### config.mk
export PLATFORM = sky130hd
export DESIGN_NAME = univ_shift_reg
export DESIGN_NICKNAME = d
export VERILOG_FILES = /design/src/rtl/usr_pkg.sv /design/src/rtl/burst_counter.sv /design/src/rtl/univ_shift_reg.sv
export SDC_FILE = /design/constraint.sdc
export NUM_CORES = 1
export LEC_CHECK = 0
export CAP_MARGIN = 20
export CORE_MARGIN = 10
export CORE_UTILIZATION = 47
export DETAILED_ROUTE_END_ITERATION = 10
export HOLD_SLACK_MARGIN = 0.08
export PLACE_DENSITY = 0.79
export SETUP_SLACK_MARGIN = 0.1
export SYNTH_ARGS = -nofsm -noshare
export SYNTH_HDL_FRONTEND = slang
export SYNTH_SLANG_ARGS = --single-unit
### constraint.sdc
create_clock -name clk -period 2.1 [get_ports clk]
set_input_delay 0.42 -clock clk [delete_from_list [all_inputs] [get_ports clk]]
set_output_delay 0.42 -clock clk [all_outputs]
set_load 0.02 [all_outputs]
### src/rtl/usr_pkg.sv
// rtl/usr_pkg.sv - shared encodings for the universal shift register
package usr_pkg;

  localparam logic [1:0] MODE_HOLD = 2'b00;
  localparam logic [1:0] MODE_SHR  = 2'b01;
  localparam logic [1:0] MODE_SHL  = 2'b10;
  localparam logic [1:0] MODE_LOAD = 2'b11;

  localparam logic DIR_R = 1'b0;
  localparam logic DIR_L = 1'b1;

  typedef enum logic {
    ST_IDLE  = 1'b0,
    ST_SHIFT = 1'b1
  } state_t;

endpackage

### src/rtl/burst_counter.sv
// rtl/burst_counter.sv - loadable down-counter that tracks remaining burst shifts
module burst_counter #(
  parameter int CNT_W = 4
) (
  input  logic             clk,
  input  logic             rst,
  input  logic             load,
  input  logic [CNT_W-1:0] load_val,
  input  logic             dec,
  output logic [CNT_W-1:0] count,
  output logic             last
);

  logic [CNT_W-1:0] count_q;
  logic [CNT_W-1:0] count_d;

  // Saturates at zero: a stray decrement never wraps the count.
  always_comb begin
    count_d = count_q;
    if (load) begin
      count_d = load_val;
    end else if (dec && (count_q != '0)) begin
      count_d = count_q - CNT_W'(1);
    end
  end

  always_ff @(posedge clk or posedge rst) begin
    if (rst) begin
      count_q <= '0;
    end else begin
      count_q <= count_d;
    end
  end

  assign count = count_q;
  assign last  = (count_q == CNT_W'(1));

endmodule

### src/rtl/univ_shift_reg.sv
// rtl/univ_shift_reg.sv - WIDTH-bit universal shift register with multi-cycle burst shifter
module univ_shift_reg
  import usr_pkg::*;
#(
  parameter int WIDTH = 8,
  parameter int CNT_W = 4
) (
  input  logic             clk,
  input  logic             rst,
  input  logic             en,
  input  logic [1:0]       mode,
  input  logic [WIDTH-1:0] d,
  input  logic             sin_r,
  input  logic             sin_l,
  input  logic             start,
  input  logic [CNT_W-1:0] nshift,
  input  logic             dir,
  input  logic             fill,
  output logic [WIDTH-1:0] q,
  output logic             sout_r,
  output logic             sout_l,
  output logic             busy,
  output logic             done
);

  state_t           state_q, state_d;
  logic [WIDTH-1:0] q_q, q_d;
  logic             done_q, done_d;
  logic             dir_q, dir_d;
  logic             fill_q, fill_d;

  logic             cnt_load;
  logic             cnt_dec;
  logic [CNT_W-1:0] cnt;
  logic             cnt_last;

  burst_counter #(
    .CNT_W(CNT_W)
  ) u_burst_counter (
    .clk     (clk),
    .rst     (rst),
    .load    (cnt_load),
    .load_val(nshift),
    .dec     (cnt_dec),
    .count   (cnt),
    .last    (cnt_last)
  );

  // With en low nothing moves, so done is stretched until the next enabled edge.
  always_comb begin
    state_d  = state_q;
    q_d      = q_q;
    done_d   = done_q;
    dir_d    = dir_q;
    fill_d   = fill_q;
    cnt_load = 1'b0;
    cnt_dec  = 1'b0;

    if (en) begin
      done_d = 1'b0;
      case (state_q)
        ST_IDLE: begin
          if (start) begin
            if (nshift != '0) begin
              cnt_load = 1'b1;
              dir_d    = dir;
              fill_d   = fill;
              state_d  = ST_SHIFT;
            end else begin
              done_d = 1'b1;
            end
          end else begin
            case (mode)
              MODE_SHR:  q_d = {sin_r, q_q[WIDTH-1:1]};
              MODE_SHL:  q_d = {q_q[WIDTH-2:0], sin_l};
              MODE_LOAD: q_d = d;
              default:   q_d = q_q;
            endcase
          end
        end
        ST_SHIFT: begin
          // A zero count here can only come from corruption; fall back to IDLE.
          if (cnt != '0) begin
            if (dir_q == DIR_L) begin
              q_d = {q_q[WIDTH-2:0], fill_q};
            end else begin
              q_d = {fill_q, q_q[WIDTH-1:1]};
            end
            cnt_dec = 1'b1;
            if (cnt_last) begin
              state_d = ST_IDLE;
              done_d  = 1'b1;
            end
          end else begin
            state_d = ST_IDLE;
          end
        end
        default: state_d = ST_IDLE;
      endcase
    end
  end

  always_ff @(posedge clk or posedge rst) begin
    if (rst) begin
      state_q <= ST_IDLE;
      q_q     <= '0;
      done_q  <= 1'b0;
      dir_q   <= DIR_R;
      fill_q  <= 1'b0;
    end else begin
      state_q <= state_d;
      q_q     <= q_d;
      done_q  <= done_d;
      dir_q   <= dir_d;
      fill_q  <= fill_d;
    end
  end

  assign q      = q_q;
  assign sout_r = q_q[0];
  assign sout_l = q_q[WIDTH-1];
  assign busy   = (state_q == ST_SHIFT);
  assign done   = done_q;

endmodule

**Yosys cells after proc, flatten, opt, wreduce, memory -nomap -nowiden**

Index checks and enable logic that the tools add are counted.

- Input bits: 22
- Register bits: 16
- Output and inout bits: 12

- Bitwise logic cells: 1
- Reduce and logical (&&, ||, !) cells: 6
- Eq/ne operators: 7
- Add/subtract/negate cells: 1
- Mux-type cells: 22

Operators by type and width:

| operator | number |
|---|---|
| $mux W8 | 3 |
| $pmux W8 S3 | 1 |
| $pmux W8 S2 | 1 |
| $mux W1 | 13 |
| $mux W4 | 2 |
| $reduce_and A4 Y1 | 2 |
| $reduce_bool A4 Y1 | 2 |
| $eq A2 B2 Y1 const B | 2 |
| $eq A4 B1 Y1 const B | 1 |
| $ne A4 B1 Y1 const B | 1 |
| $pmux W1 S2 | 2 |
| $sub A4 B1 Y4 const B | 1 |
| $eq A2 B1 Y1 const B | 1 |
| $ne A2 B1 Y1 const B | 1 |
| $ne A2 B2 Y1 const B | 1 |
| $reduce_bool A2 Y1 | 1 |
| $logic_and A1 B1 Y1 | 1 |
| $not A1 Y1 | 1 |

**Depth between registers and ports, before layout**

Gate-level depths: netlist of the first run.

- Depth in word-level cells: 7
- Gate-level depth with buffers: 7

**Hierarchy**

Synthesis of the first run repeated with hierarchy kept, for this count alone.

- Cell total of the unflattened synthesis: 126
- Area total of the unflattened synthesis: 1213.7 um^2

By module, submodules not included:

| module | instances | sequential area each (um^2) | area each (um^2) | cells an instance |
|---|---|---|---|---|
| univ_shift_reg | 1 | 300.3 | 927.1 | 96 |
| burst_counter | 1 | 100.1 | 286.5 | 30 |

**Least setup slack after synthesis of the first run**

OpenSTA, ideal clock, no wires.

- Path kind: input port to flip-flop
- Start point: input port mode[0]
- End point: register q_q[0], in the netlist q[0]
- Cell stages on the path: 5
- Setup time: 125 ps
- Data required time: 1975 ps
- Path buffers: 0
- Slack: 419 ps
- Data arrival time: 1556 ps
- Cells stage by stage: ha_1 > and3_2 > a211o_1 > a22o_1 > mux2_2

- Cells in the longest elaborated chain, start to end: 4

RTL lines:

| item | line | source |
|---|---|---|
| start, declared | univ_shift_reg.sv:11 | `input logic [1:0] mode,` |
| $eq A2 B2 Y1 / $eq A2 B1 Y1 (equally long branches) | univ_shift_reg.sv:73 | `case (mode)` |
| $pmux W8 S3 | univ_shift_reg.sv:73 |  |
| $mux W8 | univ_shift_reg.sv:63 | `if (start) begin` |
| $pmux W8 S2 | univ_shift_reg.sv:61 | `case (state_q)` |
| end signal, assigned | univ_shift_reg.sv:112 | `q_q <= q_d;` |
| end, declared | univ_shift_reg.sv:27 | `logic [WIDTH-1:0] q_q, q_d;` |

Parallel ways exist; a longest one is shown, timed or not. The select of a mux whose other input is x is not followed.
A chain may end at the register's enable or synchronous reset.

**Final worst setup path of the first run**

- Start point: register state_q, in the netlist busy
- End point: output port busy

RTL lines:

| item | line | source |
|---|---|---|
| start, declared | univ_shift_reg.sv:26 | `state_t state_q, state_d;` |
| start signal, assigned | univ_shift_reg.sv:111 | `state_q <= state_d;` |
| end, declared | univ_shift_reg.sv:22 | `output logic busy,` |

No word-level cell between the ends.

==> results of run 1 <==
[power by group through the flow]
stage	clock network [mW]	registers (mW)	logic, mW
floorplan	0	0.680	0.756
global placement	0	0.657	1.14
detailed placement	0	0.669	1.17
CTS	0.202	0.662	1.18
global route	0.216	0.698	1.29
finish	0.196	0.666	1.18
[placed cells by master (no fill, tap or decap), drive strengths merged, types with 2 or more instances in the layout]
cell type,synthesis,routed
mux2,18,18
inv,8,8
ha,5,5
nand3,2,2
nand2,13,13
a211oi,15,15
dfrtp,16,16
clkbuf,2,4
dlymetal6s2s,0,2
a221o,2,2
clkdlybuf4s50,0,31
o31ai,7,7
and3,8,8
a21oi,4,4
buf,5,5
[layer usage]
layer	global-route usage (%)	part of all wire [%]	wire length [um]
met1	15.0	45	1390
met2	19.7	47	1450
met3	3.07	5.9	180
met4	4.73	1.6	49
met5	0	0	0
[sequential cells by signal, summed over array words and instances, names as in the netlist]
register and count:
q 8, fill_q 1, u_burst_counter.count 4, busy 1
dir_q 1, done 1
[cells in the mapped netlist (all sizes together)]
library cell,n
o21ai,1
mux2i,1
and3,8
dfrtp,16
a211oi,15
o31ai,7
and2,1
xor2,1
a221o,2
a22oi,1
a21boi,1
buf,5
a21oi,4
inv,8
mux2,18
or4,1
a22o,1
a211o,1
o32ai,1
nor3,1
clkbuf,2
nor2,1
and3b,1
o211ai,1
ha,5
nor2b,1
o221a,1
a31o,1
nand3,2
nand2,13
[cell families (layout without fill, tap and decap cells)]
group | Yosys count | count (layout) | share of synthesized area (%)
adder cells (fa/ha/maj) | 5 | 5 | 5.12
AO/OA/AOI/OAI | 37 | 37 | 23.8
buffers and inverters | 15 | 50 | 5.83
flip-flops | 16 | 16 | 32.8
multiplexers | 19 | 19 | 17.4
AND/OR/NAND/NOR | 29 | 29 | 14.3
XOR/XNOR | 1 | 1 | 0.717
[layout make-up]
type	instances	area, um2	area share [%]
Clock buffer	4	36.3	2.17
Tap cell	30	37.5	2.24
Multi-Input combinational cell	91	773	46.2
Timing Repair Buffer	38	398	23.7
Sequential cell	16	400	23.9
Inverter	8	30.0	1.79
[through the flow]
step / instances / cell area, um2 / power, mW / setup WS [ns]
finish: 187 / 1680 / 2.04 / 0.287
global route: 187 / 1680 / 2.21 / 0.193
CTS: 187 / 1650 / 2.04 / 0.142
detailed placement: 183 / 1610 / 1.84 / -0.205
global placement: 183 / 1610 / 1.80 / -0.146
floorplan: 122 / 1220 / 1.44 / 0.419
[worst min-delay path by stage]
stage / from / endpoint / slack (ns) / depth (start not counted)
after floorplan: rst / busy$_DFFE_PP0P_ / 0.33 / 1
after global placement: u_burst_counter.count[1]$_DFFE_PP0P_ / u_burst_counter.count[1]$_DFFE_PP0P_ / 0.54 / 1
after detailed placement: u_burst_counter.count[1]$_DFFE_PP0P_ / u_burst_counter.count[1]$_DFFE_PP0P_ / 0.54 / 1
after CTS: rst / q[5]$_DFFE_PP0P_ / 0.52 / 2
after global routing: rst / q[5]$_DFFE_PP0P_ / 0.57 / 2
final: rst / done$_DFFE_PP0P_ / 0.50 / 2
[timing repair]
| action | in CTS | in global routing |
|---|---|---|
| gates resized for setup | 1 | 5 |
| endpoints found under the setup margin | 4 | 6 |
| hold buffers | 0 | 0 |
| cloned | 0 | 0 |
| hold endpoints to repair | 0 | 0 |
| setup buffers | 0 | 0 |
==> metrics.txt, run 1 <==
status=finished clean; clock network power share=under 10%; Cell variety after synth=36; initial antenna violation count=0; synth top area cells=dfrtp_1, mux2_2, a211oi_1; Global Route Usage Sum=12.2%; DRC violations left=0; kind of critical path=register to output port; Warnings, synthesis=0; RSZ-0062 raised after global routing=false; layout cells sized above 1=29.3%; Via Count=approximately 1,100; Final min period=1.81 ns; gate count of the mapped netlist=122; CTS clk-pin slew, worst paths=0.09 ns; core area=2480 um2; pin count of the biggest net entering global routing=18; Slew HR=61.1%; Top Ports=34; vias per cell=between 5 and 6; R2R Setup Slk=0.39 ns; Root Driver=clkbuf_4; Synth-to-Final Area Change=37.1%; startpoint types=register; initial core utilization=49.3%; die height=71 um; Hold Path Class=primary input to asynchronous set/reset pin; register bit total from synthesis=16; setup TNS=0 ns; CP startpoint=busy$_DFFE_PP0P_; Comb power frac=57.8%; pwr dens=1220 nW/um2; Cell Int Power=1.19 mW; crit end category=output port; Synth area leader=dfrtp_1; Leak=0.731 nW; first-pass GRT wire length=5.22 mm; worst r2r dst=q[5]$_DFFE_PP0P_; First-pass DRT Iterations=4; H-tree levels=1; Cell Area, Synth=around 1200 um2; worst r2r path cells=5; final setup vio count=0; sequential group share of total power=32.6%; Arr. time, crit path=approximately 1.4 ns; maxcap violations=0; clk_lat worst skew=0.28 ns; WP depth=1; CP endpoint=busy; cts bufs inserted=3; Antenna Nets Post-Route=0; VDD IR-drop max=around 0.8 mV; Critical Path Slowest Stage Cell=clkdlybuf4s50_1; Crit path largest cell delay=approximately 0.65 ns; drt initial violations=86; Least-Margin Pin Slew=0.583 ns; Cell Chain, Critical Path=clkdlybuf4s50_1; final core occ=67.6%; Final Hold Fails=0; Worst R2R Start=u_burst_counter.count[0]$_DFFE_PP0P_; Avg Cell Area, Syn=10.0 um2; Post-layout nets=185; grt ovf=0; switch share=between 40 and 50%; die area=just over 5000 um2; dpl hpwl=2.44 mm; crit path buf inv count=1; clock sinks=16; Post-Syn Nets=149; Hold WS=a little under 0.5 ns; CTS tree=yes; Final Max Slew Viols=0; post-synthesis sequential area ratio=32.8%; maximum clock rate=0.551 GHz; Port Buffer Count=33; wire length per cell=16.4 um; fill count=210; Rows=18; DIE WIDTH=71 um; clk_skew=0.00590 ns; critical path's top delay family=buffers and inverters; Required @ worst endpoint=1.68 ns; post-synth top area share=32.8%; CTS Buffer Depth=2; Antenna diodes=0; Routed WL=approximately 3.1 mm; Critical Path Fanout Max=7; NetSw=between 0.8 and 0.9 mW; Final Cycle Share=86.3%; Final GP Congestion=0.802; vias in the first global route=1,110
(Power assumes the default switching activity.)
==> run 2, diff against run 1 <==
--- a/config.mk
+++ b/config.mk
@@ -15,3 +15,4 @@
 export SYNTH_ARGS = -nofsm -noshare
 export SYNTH_HDL_FRONTEND = slang
 export SYNTH_SLANG_ARGS = --single-unit
+export TNS_END_PERCENT = 50
==> results of run 2 <==
The final DEF is identical to that of run 1; final timing and power are the same.
==> run 3, diff against run 2 <==
--- a/config.mk
+++ b/config.mk
@@ -12,6 +12,7 @@
 export HOLD_SLACK_MARGIN = 0.08
 export PLACE_DENSITY = 0.79
 export SETUP_SLACK_MARGIN = 0.1
+export SKIP_CTS_REPAIR_TIMING = 1
 export SYNTH_ARGS = -nofsm -noshare
 export SYNTH_HDL_FRONTEND = slang
 export SYNTH_SLANG_ARGS = --single-unit
==> results of run 3 <==
The final DEF is identical to that of run 1; final timing and power are the same.
